--- src/rtl/force_release_pkg.sv ---
// Shared types for the force/release controller: command opcodes, FSM states
// and the bit-range legality check.
package force_release_pkg;

  typedef enum logic [1:0] {
    OP_FORCE       = 2'd0,
    OP_RELEASE     = 2'd1,
    OP_READ        = 2'd2,
    OP_RELEASE_ALL = 2'd3
  } op_e;

  typedef enum logic [1:0] {
    ST_IDLE  = 2'd0,
    ST_APPLY = 2'd1,
    ST_RESP  = 2'd2
  } state_e;

  function automatic logic range_ok(input int unsigned lsb, input int unsigned msb,
                                    input int unsigned width);
    return (msb >= lsb) && (msb < width);
  endfunction

endpackage

--- src/rtl/force_mask_gen.sv ---
// Combinational bit-range mask: bits lsb..msb (inclusive) set, all others clear.
// An inverted range yields an all-zero mask.
module force_mask_gen #(
  parameter int WIDTH = 32,
  localparam int IW = (WIDTH > 1) ? $clog2(WIDTH) : 1
) (
  input  logic [IW-1:0]    lsb,
  input  logic [IW-1:0]    msb,
  output logic [WIDTH-1:0] mask
);

  always_comb begin
    mask = '0;
    for (int i = 0; i < WIDTH; i++) begin
      mask[i] = (i >= int'(lsb)) && (i <= int'(msb));
    end
  end

endmodule

--- src/rtl/force_release_ctrl.sv ---
// Force/release controller: resolves forced, held and driven bits onto sig_rd
// and executes one latched command at a time through IDLE -> APPLY -> RESP.
module force_release_ctrl
  import force_release_pkg::*;
#(
  parameter int WIDTH        = 32,
  parameter bit RELEASE_HOLD = 1'b0,
  localparam int IW = (WIDTH > 1) ? $clog2(WIDTH) : 1
) (
  input  logic             clk,
  input  logic             rst_n,
  input  logic [WIDTH-1:0] sig_in,
  input  logic             drv_upd,
  input  logic             cmd_valid,
  output logic             cmd_ready,
  input  logic [1:0]       cmd_op,
  input  logic [IW-1:0]    cmd_lsb,
  input  logic [IW-1:0]    cmd_msb,
  input  logic [WIDTH-1:0] cmd_data,
  output logic             resp_valid,
  input  logic             resp_ready,
  output logic             resp_err,
  output logic [WIDTH-1:0] resp_data,
  output logic [WIDTH-1:0] sig_rd,
  output logic             any_forced
);

  state_e           state, state_nxt;
  logic             apply;
  op_e              op_q;
  logic [IW-1:0]    lsb_q, msb_q;
  logic [WIDTH-1:0] data_q;
  logic [WIDTH-1:0] force_en, force_val, hold_en, hold_val;
  logic [WIDTH-1:0] force_en_nxt, force_val_nxt, hold_en_nxt, hold_val_nxt;
  logic [WIDTH-1:0] range_mask, mask, rel_mask, rd_nxt;
  logic             cmd_err;

  // Per bit: a force beats a held value, which beats the live driver.
  function automatic logic [WIDTH-1:0] resolve(input logic [WIDTH-1:0] en,
                                               input logic [WIDTH-1:0] val,
                                               input logic [WIDTH-1:0] hen,
                                               input logic [WIDTH-1:0] hval,
                                               input logic [WIDTH-1:0] s);
    return (en & val) | (~en & hen & hval) | (~en & ~hen & s);
  endfunction

  force_mask_gen #(.WIDTH(WIDTH)) u_mask (
    .lsb  (lsb_q),
    .msb  (msb_q),
    .mask (range_mask)
  );

  always_ff @(posedge clk or negedge rst_n) begin
    if (!rst_n) state <= ST_IDLE;
    else        state <= state_nxt;
  end

  always_comb begin
    state_nxt = state;
    case (state)
      ST_IDLE:  if (cmd_valid) state_nxt = ST_APPLY;
      ST_APPLY: state_nxt = ST_RESP;
      ST_RESP:  if (resp_ready) state_nxt = ST_IDLE;
      default:  state_nxt = ST_IDLE;
    endcase
  end

  always_comb begin
    cmd_ready  = (state == ST_IDLE);
    resp_valid = (state == ST_RESP);
    apply      = (state == ST_APPLY);
  end

  always_ff @(posedge clk) begin
    if (cmd_valid && cmd_ready) begin
      op_q   <= op_e'(cmd_op);
      lsb_q  <= cmd_lsb;
      msb_q  <= cmd_msb;
      data_q <= cmd_data;
    end
  end

  // A drv_upd clears holds first so a coincident release can re-establish them.
  always_comb begin
    mask          = (op_q == OP_RELEASE_ALL) ? '1 : range_mask;
    rel_mask      = mask & force_en;
    cmd_err       = ((op_q == OP_FORCE) || (op_q == OP_RELEASE)) &&
                    !range_ok(32'(lsb_q), 32'(msb_q), WIDTH);
    force_en_nxt  = force_en;
    force_val_nxt = force_val;
    hold_en_nxt   = drv_upd ? '0 : hold_en;
    hold_val_nxt  = hold_val;
    if (apply && !cmd_err) begin
      case (op_q)
        OP_FORCE: begin
          force_en_nxt  = force_en | mask;
          force_val_nxt = (force_val & ~mask) | ((data_q << lsb_q) & mask);
          hold_en_nxt   = hold_en_nxt & ~mask;
        end
        OP_RELEASE, OP_RELEASE_ALL: begin
          force_en_nxt = force_en & ~mask;
          if (RELEASE_HOLD) begin
            hold_en_nxt  = hold_en_nxt | rel_mask;
            hold_val_nxt = (hold_val & ~rel_mask) | (force_val & rel_mask);
          end
        end
        default: ;
      endcase
    end
    rd_nxt = resolve(force_en_nxt, force_val_nxt, hold_en_nxt, hold_val_nxt, sig_in);
  end

  always_ff @(posedge clk or negedge rst_n) begin
    if (!rst_n) begin
      force_en  <= '0;
      force_val <= '0;
      hold_en   <= '0;
      hold_val  <= '0;
      resp_err  <= 1'b0;
      resp_data <= '0;
    end else begin
      force_en  <= force_en_nxt;
      force_val <= force_val_nxt;
      hold_en   <= hold_en_nxt;
      hold_val  <= hold_val_nxt;
      if (apply) begin
        resp_err  <= cmd_err;
        resp_data <= rd_nxt;
      end
    end
  end

  assign sig_rd     = resolve(force_en, force_val, hold_en, hold_val, sig_in);
  assign any_forced = |force_en;

endmodule

--- config.mk ---
export PLATFORM = sky130hd
export DESIGN_NAME = force_release_ctrl
export DESIGN_NICKNAME = d
export VERILOG_FILES = /design/src/rtl/force_release_pkg.sv /design/src/rtl/force_mask_gen.sv /design/src/rtl/force_release_ctrl.sv
export SDC_FILE = /design/constraint.sdc
export NUM_CORES = 1
export LEC_CHECK = 0
export CAP_MARGIN = 20
export CORE_MARGIN = 8
export CORE_UTILIZATION = 45
export CTS_CLUSTER_SIZE = 8
export DETAILED_ROUTE_END_ITERATION = 8
export PLACE_DENSITY = 0.78
export SLEW_MARGIN = 20
export SYNTH_ARGS = -nofsm -noshare
export SYNTH_HDL_FRONTEND = slang
export SYNTH_SLANG_ARGS = --single-unit
--- constraint.sdc ---
create_clock -name clk -period 3.3 [get_ports clk]
set_clock_uncertainty 0.2 [all_clocks]
set_input_delay 0.495 -clock clk [delete_from_list [all_inputs] [get_ports clk]]
set_output_delay 0.495 -clock clk [all_outputs]
set_load 0.01 [all_outputs]
==> results of run 1 <==
[final cells by class]
class / count / area [sq um] / area share
clock buffer: 19 / 443 / 0.0351
sequential: 175 / 4600 / 0.364
timing repair buffer: 185 / 1830 / 0.145
tap: 285 / 357 / 0.0282
multi-input combinational: 733 / 5200 / 0.412
clock inverter: 11 / 90.1 / 0.00713
inverter: 27 / 101 / 0.00803
[synth_stat cells (6+ instances only)]
master,count
mux4_2,24
nand4_1,7
nor3_1,16
a311oi_1,7
mux2_2,20
a211oi_1,12
nor4_1,15
o21ai_0,51
nor2_1,111
clkbuf_1,37
o211ai_1,7
edfxtp_1,44
a22o_1,30
nor2b_1,7
mux4_1,13
and3_1,15
or2_2,16
nand2_1,116
o31ai_1,10
buf_2,19
a22oi_1,7
o21a_1,6
a31oi_1,18
inv_1,26
dfrtp_1,131
mux2i_1,35
nand3_1,16
a21oi_1,36
a21boi_0,13
and2_1,22
[power groups by stage]
stage               clock network, uW  registers [uW]  logic, uW
floorplan                           0            3290       2350
global placement                    0            3380       3930
detailed placement                  0            3400       3980
CTS                              1920            3360       4010
global route                     2010            3440       4350
finish                           1890            3380       4050
[state kept, by name, indices dropped and copies added (netlist names)]
name       cells
force_val     32
data_q        32
resp_err       1
op_q           2
hold_en       32
lsb_q          5
state          2
msb_q          5
resp_data     32
force_en      32
[through the flow]
stage               power [uW]  hold WS [ns]   util
global placement          7310         0.287  0.537
floorplan                 5650     -0.000591      -
detailed placement        7380         0.294  0.537
CTS                       9290         0.309  0.561
global route              9810         0.335  0.561
finish                    9310         0.305  0.561
[worst max-delay path, delay by kind of cell, from the launching register on]
| kind | cells | cell delay (ns) |
|---|---|---|
| buf+inv | 1 | 0.48 |
| flops | 1 | 0.47 |
| simple gates | 3 | 1.06 |
[cell families (layout without fill, tap and decap cells)]
logic type | count (synthesis) | count (layout) | synth area share
muxes | 93 | 93 | 0.144
and+or+nand+nor | 363 | 363 | 0.165
AOI/OAI and AO/OA | 272 | 272 | 0.192
adders and majority gates | 5 | 5 | 0.00612
buffers and inverters | 92 | 242 | 0.0424
DFF | 175 | 175 | 0.450
[worst paths after layout]
check | from | to | slack (ns) | depth (start not counted)
worst max-delay path | force_en[22] | any_forced | 0.16 | 4
worst min-delay path | resp_data[10] | resp_data[10] | 0.31 | 2
worst max register to register | lsb_q[2] | resp_data[30] | 0.26 | 8
worst min register to register | resp_data[10] | resp_data[10] | 0.31 | 2
max in group asynchronous | rst_n | force_en[2] | 1.74 | 3
min in group asynchronous | rst_n | force_en[12] | 0.45 | 2
[layer usage]
| layer | up-vias | global-route usage | wire [microns] |
|---|---|---|---|
| met5 | - | 0 | 0 |
| met4 | 0 | 0.0983 | 1160 |
| met2 | 499 | 0.349 | 14400 |
| met3 | 77 | 0.0544 | 2870 |
| met1 | 4377 | 0.281 | 12400 |
| li1 | 4053 | - | - |
[what timing repair did]
item	4_1_cts	5_1_grt
hold buffers	1	0
gates resized for setup	0	1
endpoints found under the hold margin	50	0
setup endpoints to repair	0	1
==> results.py, run 1 <==
metrics = {
    "floorplanning": {
        "dieArea_sq_um": 27800,
        "start_util": 0.454,
        "ios": 149,
        "fp-row-count": 55,
        "fp.dieH_microns": 167,
        "core_area_sq_um": 22500,
        "die_w_microns": 167,
    },
    "worst_setup_path": {
        "critPathLaunchType": "flop",
        "critPathArrivalTime_ns": 2.45,
        "critical_path_required_ns": 2.60,
        "path_max_fanout": 5,
        "criticalPathCategory": "flop to primary output",
        "cpPeakStageDelay_ns": 0.48,
        "cp-end-kind": "primary output",
        "cpMaxStageDelayCell": "clkdlybuf4s50_1",
        "crit_path_cell_trace": "nor4_1 > nand4_1 > or2_2 > clkdlybuf4s50_1",
    },
    "power_and_ir_drop": {
        "comb_power_share": 0.435,
        "switchingPower_uw": 3510,
        "peakVddDrop_mv": 0.400,
        "p_leak_uw": 0.00542,
        "p_int_uw": 5800,
        "switching_share": 0.377,
        "p_clk_frac": 0.203,
        "power_density_nw_per_um2": 737,
        "seq_power_share": 0.363,
    },
    "finish": {
        "layout_common_cells": "clkdlybuf4s50_1 (147), dfrtp_1 (131), nand2_1 (116), nor2_1 (111), o21ai_0 (51)",
        "nFillCells": 1950,
        "syn_to_final_growth_pct": 23.6,
        "drive_above_1_share": 0.125,
        "fin_cells": 1435,
        "layout_commonest_cell": "clkdlybuf4s50_1",
        "antenna-diode-count": 0,
        "fin_nets": 1225,
        "postLayoutCellArea_sq_um": 12600,
    },
    "synthesis": {
        "syn_area_sq_um": 10200,
        "synth.area.top_cells": "dfrtp_1 (32%), edfxtp_1 (13%), mux4_2 (5.3%)",
        "synth_area_per_cell_sq_um": 10.2,
        "synth_nets": 1086,
        "ys.flop_type": "dfrtp_1",
        "synth_cell_types": 75,
        "synth_top_area_cell": "dfrtp_1",
        "netlist_instances": 1000,
        "ys_ff_latch": 175,
        "synth_top_area_frac": 0.321,
        "synth-edff-count": 44,
        "async_flop_share": 0.749,
        "synth_seq_area_share": 0.450,
        "ys_warn_count": 0,
    },
    "drt": {
        "vias": 9006,
        "route.detailed.drc": 0,
        "final_antenna_net_count": 0,
        "first_pass_iters": 6,
        "wl_per_cell_microns": 21.4,
        "drtIter0Drc": 1171,
        "viasPerCell": 6.28,
        "wl_mm": 30.7,
    },
    "sta": {
        "worst_pin_slew_ns": 0.852,
        "fmax_mhz": 318,
        "finalSetupTns_ns": 0,
        "slew_viol_final": 0,
        "fin_crit_ns": 3.14,
        "period_share": 0.952,
        "setup_violations": 0,
        "slew_headroom": 0.428,
        "rsz0062_at_grt": "no",
        "fin_ws_ns": 0.158,
        "hold_violations": 0,
    },
    "placed_design": {
        "port_buffers": 148,
        "dpl.hpwl_mm": 22.6,
        "gp_congestion": 0.970,
        "placed_area_sq_um": 12100,
        "pre_cts_ws_ns": 0.414,
        "dpl.cell_count": 1404,
    },
    "worst_hold_path": {
        "hold_class": "flop to flop",
    },
    "grt": {
        "grt_pass1_wl_mm": 48.8,
        "grt.total_usage": 0.220,
        "antenna_found_initial": 0,
        "grt-ovfl-total": 0,
        "grt_start_max_net_pins": 55,
        "grt_pass1_vias": 8844,
    },
    "clock_network": {
        "cts.clk_slew.worst_paths_ns": 0.06,
        "cts_buffers": 17,
        "post_cts_buffers": 0,
        "clock-sinks": 175,
        "cts_tree": "done",
        "htree_levels": 4,
        "root_buffer": "clkbuf_16",
        "cts_max_path_buffers": 2,
        "clkLatencyLatePin_ns": 0.43,
    },
    "flow_run": {
        "max-cap-violations": 0,
    },
    "outcome": {
        "status": "finished, final reports clean",
    },
}
No activity file was read; power rests on OpenSTA's default activity.
==> run 2, diff against run 1 <==
--- a/config.mk
+++ b/config.mk
@@ -7,10 +7,10 @@
 export LEC_CHECK = 0
 export CAP_MARGIN = 20
 export CORE_MARGIN = 8
-export CORE_UTILIZATION = 45
+export CORE_UTILIZATION = 50
 export CTS_CLUSTER_SIZE = 8
 export DETAILED_ROUTE_END_ITERATION = 8
-export PLACE_DENSITY = 0.78
+export PLACE_DENSITY = 0.84
 export SLEW_MARGIN = 20
 export SYNTH_ARGS = -nofsm -noshare
 export SYNTH_HDL_FRONTEND = slang
==> run 2 against run 1 <==
  * Register-to-register slack improved by 0.02 ns
  * Design area is 0.37% higher
  * Non-clock buffer count is 5 higher
  * Count of clock-buffer cells in the layout up 2
  * Critical path depth stayed put
  * Routed wire length is 0.94% higher
  * Final cell count fell by 0.56%
  * Hold slack improved by 0.0030 ns
  * Global-route usage increased by 2.6 points
  * Critical path type unchanged
  * Highest routed layer unchanged
==> results.py, run 2 (synthesis results as in run 1) <==
metrics = {
    "outcome": {
        "status": "finished, final reports clean",
    },
    "sta": {
        "period_share": 0.975,
        "fmax_mhz": 311,
        "setup_violations": 0,
        "worst_pin_slew_ns": 0.958,
        "slew_headroom": 0.361,
        "finalSetupTns_ns": 0,
        "rsz0062_at_grt": "no",
        "slew_viol_final": 0,
        "fin_crit_ns": 3.22,
        "hold_violations": 0,
    },
    "clock_network": {
        "post_cts_buffers": 0,
        "cts_tree": "done",
        "root_buffer": "clkbuf_16",
        "clock-sinks": 175,
        "cts_max_path_buffers": 2,
        "cts_buffers": 17,
        "cts.clk_slew.worst_paths_ns": 0.07,
        "htree_levels": 4,
        "cts_resized": 0,
        "clkLatencyLatePin_ns": 0.44,
    },
    "floorplanning": {
        "ios": 149,
        "fp.dieH_microns": 159,
        "die_w_microns": 159,
        "dieArea_sq_um": 25300,
        "core_area_sq_um": 20200,
        "fp-row-count": 52,
        "start_util": 0.507,
    },
    "grt": {
        "grt-ovfl-total": 0,
        "antenna_found_initial": 0,
        "grt_pass1_wl_mm": 50.1,
        "grt.total_usage": 0.246,
        "grt_pass1_vias": 9058,
        "grt_start_max_net_pins": 88,
    },
    "worst_setup_path": {
        "reg2reg_from": "lsb_q[0]",
        "rrSetupSlack_ns": 0.28,
        "cp-end-kind": "primary output",
        "criticalPathCategory": "flop to primary output",
        "critPathLaunchType": "flop",
        "rr_endpoint": "resp_data[22]",
        "critical_path_required_ns": 2.60,
        "path_max_fanout": 4,
        "cp-endpoint": "any_forced",
        "critPathArrivalTime_ns": 2.52,
        "r2r_cells": 9,
        "crit_start": "force_en[26]",
    },
    "worst_hold_path": {
        "hold_depth": 2,
        "hold_class": "flop to flop",
    },
    "drt": {
        "drtIter0Drc": 1038,
        "viasPerCell": 6.38,
        "final_antenna_net_count": 0,
        "wl_mm": 31.0,
        "wl_per_cell_microns": 21.7,
        "vias": 9111,
        "route.detailed.drc": 0,
        "first_pass_iters": 6,
    },
    "finish": {
        "layout_common_cells": "clkdlybuf4s50_1 (147), dfrtp_1 (131), nand2_1 (116), nor2_1 (111), o21ai_0 (51)",
        "layout_commonest_cell": "clkdlybuf4s50_1",
        "antenna-diode-count": 0,
        "syn_to_final_growth_pct": 24.0,
        "fin_util": 0.628,
        "fin_nets": 1230,
        "drive_above_1_share": 0.129,
    },
    "flow_run": {
        "max-cap-violations": 0,
    },
    "placed_design": {
        "port_buffers": 148,
        "dpl.hpwl_mm": 23.1,
        "gp_congestion": 0.996,
    },
    "power_and_ir_drop": {
        "p_leak_uw": 0.00544,
        "power_density_nw_per_um2": 744,
        "peakVddDrop_mv": 0.413,
    },
}
[run 2: power breakdown]
| part | total (uW) | leakage (uW) | internal [uW] | switching [uW] |
|---|---|---|---|---|
| logic | 4110 | 0.00304 | 1930 | 2180 |
| registers | 3360 | 0.00213 | 2840 | 525 |
| clock network | 1950 | 0.000271 | 1080 | 863 |
[run 2: critical path, stage by stage, from the launching register on]
cell and delay [ns]:
dfrtp_1 0.42, nor4_1 0.53, nand4_1 0.27, or2_2 0.36, clkdlybuf4s50_1 0.50
[run 2: what timing repair did]
action                                 in CTS  in global routing
hold buffers                                1                  0
endpoints found under the hold margin      44                  0
setup endpoints to repair                   0                  0
[run 2: layer usage]
layer  routed length (microns)  up-vias  GRT usage
met2                     14500      528      0.383
li1                          -     4078          -
met4                      1110        0      0.108
met5                         0        -          0
met3                      2840       86     0.0631
met1                     12600     4419      0.320
[run 2: per-stage QoR]
step	area (sq um)	instances	hold WS (ns)	power [uW]	worst slack [ns]
global placement	12100	1394	0.286	7340	0.448
CTS	12700	1427	0.313	9380	0.105
finish	12700	1427	0.308	9420	0.0824
detailed placement	12100	1394	0.297	7440	0.409
floorplan	10200	1000	-0.000591	5650	0.236
global route	12700	1427	0.339	9920	0.133
[run 2: worst min-delay path by stage]
| stage | start | endpoint | slack (ns) |
|---|---|---|---|
| 6_report | resp_data[10] | resp_data[10] | 0.31 |
| 3_3_place_gp | resp_data[10] | resp_data[10] | 0.29 |
| 2_1_floorplan | rst_n | force_en[0] | -0.0006 |
| 4_1_cts | resp_data[10] | resp_data[10] | 0.31 |
| 3_5_place_dp | resp_data[10] | resp_data[10] | 0.30 |
| 5_1_grt | resp_data[27] | resp_data[27] | 0.34 |
[run 2: cell type report]
class	count	area [sq um]
clock buffer	21	460
multi-input combinational	733	5200
inverter	27	101
fill	1601	7490
timing repair buffer	190	1870
tap	270	338
clock inverter	11	105
sequential	175	4600
==> run 3, diff against run 2 <==
--- a/config.mk
+++ b/config.mk
@@ -8,6 +8,7 @@
 export CAP_MARGIN = 20
 export CORE_MARGIN = 8
 export CORE_UTILIZATION = 50
+export CTS_BUF_LIST = sky130_fd_sc_hd__clkbuf_16
 export CTS_CLUSTER_SIZE = 8
 export DETAILED_ROUTE_END_ITERATION = 8
 export PLACE_DENSITY = 0.84
==> run 3 against run 2 <==
  * First-iteration DRC count grew 3.7%
  * Critical path depth is the same
  * Flip-flop and latch count is the same
  * Total power shrank 0.70%
  * Fmax shrank 0.30%
  * Count of clock-buffer cells in the layout shrank 4
  * Largest cell class unchanged
==> results.py, run 3 (synthesis results as in run 1) <==
metrics = {
    "outcome": {
        "status": "finished, final reports clean",
    },
    "grt": {
        "grt.total_usage": 0.246,
        "antenna_found_initial": 0,
        "grt_pass1_wl_mm": 50.1,
        "grt-ovfl-total": 0,
        "grt_pass1_vias": 9049,
        "grt_start_max_net_pins": 88,
    },
    "placed_design": {
        "dpl.hpwl_mm": 23.1,
        "gp_congestion": 0.996,
        "port_buffers": 148,
        "dpl.cell_count": 1394,
    },
    "finish": {
        "drive_above_1_share": 0.127,
        "nFillCells": 1600,
        "antenna-diode-count": 0,
        "fin_cells": 1427,
        "multi_input_comb_area_sq_um": 5200,
        "syn_to_final_growth_pct": 23.8,
        "fin_nets": 1230,
        "layout_commonest_cell": "clkdlybuf4s50_1",
        "ff_latch_area_sq_um": 4600,
        "layout_common_cells": "clkdlybuf4s50_1 (147), dfrtp_1 (131), nand2_1 (116), nor2_1 (111), o21ai_0 (51)",
    },
    "sta": {
        "fmax_mhz": 310,
        "hold_violations": 0,
        "finalSetupTns_ns": 0,
        "rsz0062_at_grt": "no",
        "worst_pin_slew_ns": 0.965,
        "slew_viol_final": 0,
        "period_share": 0.978,
        "fin_crit_ns": 3.23,
        "slew_headroom": 0.357,
        "setup_violations": 0,
    },
    "clock_network": {
        "cts_max_path_buffers": 2,
        "cts.hold.buffers_added": 1,
        "cts_buffers": 17,
        "post_cts_buffers": 0,
        "root_buffer": "clkbuf_16",
        "cts_resized": 0,
        "cts_tree": "done",
        "clock-sinks": 175,
        "htree_levels": 4,
        "cts.clk_slew.worst_paths_ns": 0.07,
        "clkLatencyLatePin_ns": 0.43,
    },
    "worst_setup_path": {
        "path_max_fanout": 4,
        "crit_start": "force_en[26]",
        "cp-endpoint": "any_forced",
        "reg2reg_from": "lsb_q[0]",
        "critPathArrivalTime_ns": 2.53,
        "criticalPathCategory": "flop to primary output",
        "cp-end-kind": "primary output",
        "critPathLaunchType": "flop",
        "rrSetupSlack_ns": 0.29,
        "rr_endpoint": "resp_data[22]",
        "critical_path_required_ns": 2.60,
        "r2r_cells": 9,
    },
    "drt": {
        "first_pass_iters": 8,
        "viasPerCell": 6.39,
        "drtIter0Drc": 1076,
        "wl_mm": 30.9,
        "wl_per_cell_microns": 21.7,
        "route.detailed.drc": 0,
        "vias": 9124,
        "final_antenna_net_count": 0,
    },
    "floorplanning": {
        "ios": 149,
        "dieArea_sq_um": 25300,
        "fp.dieH_microns": 159,
        "die_w_microns": 159,
        "start_util": 0.507,
        "fp-row-count": 52,
        "core_area_sq_um": 20200,
    },
    "worst_hold_path": {
        "hold_class": "flop to flop",
    },
    "power_and_ir_drop": {
        "power_density_nw_per_um2": 740,
        "p_leak_uw": 0.00544,
        "peakVddDrop_mv": 0.408,
    },
    "flow_run": {
        "max-cap-violations": 0,
    },
}
run 3: cell type report:
class                           instances  share of cell area
Inverter                               27             0.00801
Multi-Input combinational cell        733               0.411
Sequential cell                       175               0.363
Timing Repair Buffer                  190               0.148
Clock inverter                         15             0.00949
Tap cell                              270              0.0267
Clock buffer                           17              0.0336
run 3: metal layers:
| layer | global-route usage | share of wire | vias to the layer above |
|---|---|---|---|
| met2 | 0.383 | 0.47 | 539 |
| met3 | 0.0626 | 0.096 | 95 |
| met4 | 0.107 | 0.037 | 0 |
| met1 | 0.321 | 0.40 | 4411 |
| li1 | - | - | 4079 |
| met5 | 0 | 0 | - |
run 3: critical path, cell delays in order (launching register included):
cell and delay, ns:
dfrtp_1 0.42, nor4_1 0.54, nand4_1 0.27, or2_2 0.36, clkdlybuf4s50_1 0.50
run 3: worst min-delay path by stage:
| stage | startpoint | end | cells after the start | slack, ns |
|---|---|---|---|---|
| 2_1_floorplan | rst_n | force_en[0] | 0 | -0.0006 |
| 3_5_place_dp | resp_data[10] | resp_data[10] | 2 | 0.30 |
| 6_report | resp_data[10] | resp_data[10] | 2 | 0.31 |
| 4_1_cts | resp_data[10] | resp_data[10] | 2 | 0.31 |
| 3_3_place_gp | resp_data[10] | resp_data[10] | 2 | 0.29 |
| 5_1_grt | resp_data[27] | resp_data[27] | 2 | 0.34 |
run 3: through the flow:
| stage | setup WS [ns] | area (sq um) | hold WS [ns] | utilization | power [uW] |
|---|---|---|---|---|---|
| final | 0.0728 | 12700 | 0.308 | 0.627 | 9360 |
| after global routing | 0.134 | 12700 | 0.339 | 0.627 | 9860 |
| after CTS | 0.107 | 12700 | 0.313 | 0.627 | 9330 |
| after detailed placement | 0.409 | 12100 | 0.297 | 0.600 | 7440 |
| after global placement | 0.448 | 12100 | 0.286 | 0.600 | 7340 |
| after floorplan | 0.236 | 10200 | -0.000591 | - | 5650 |
run 3: where the power goes:
part           switching, uW  total, uW  leakage, uW  internal [uW]
Sequential               526       3360      0.00213           2840
Combinational           2170       4100      0.00304           1930
Clock                    858       1890     0.000268           1030
Total                   3560       9360      0.00544           5800
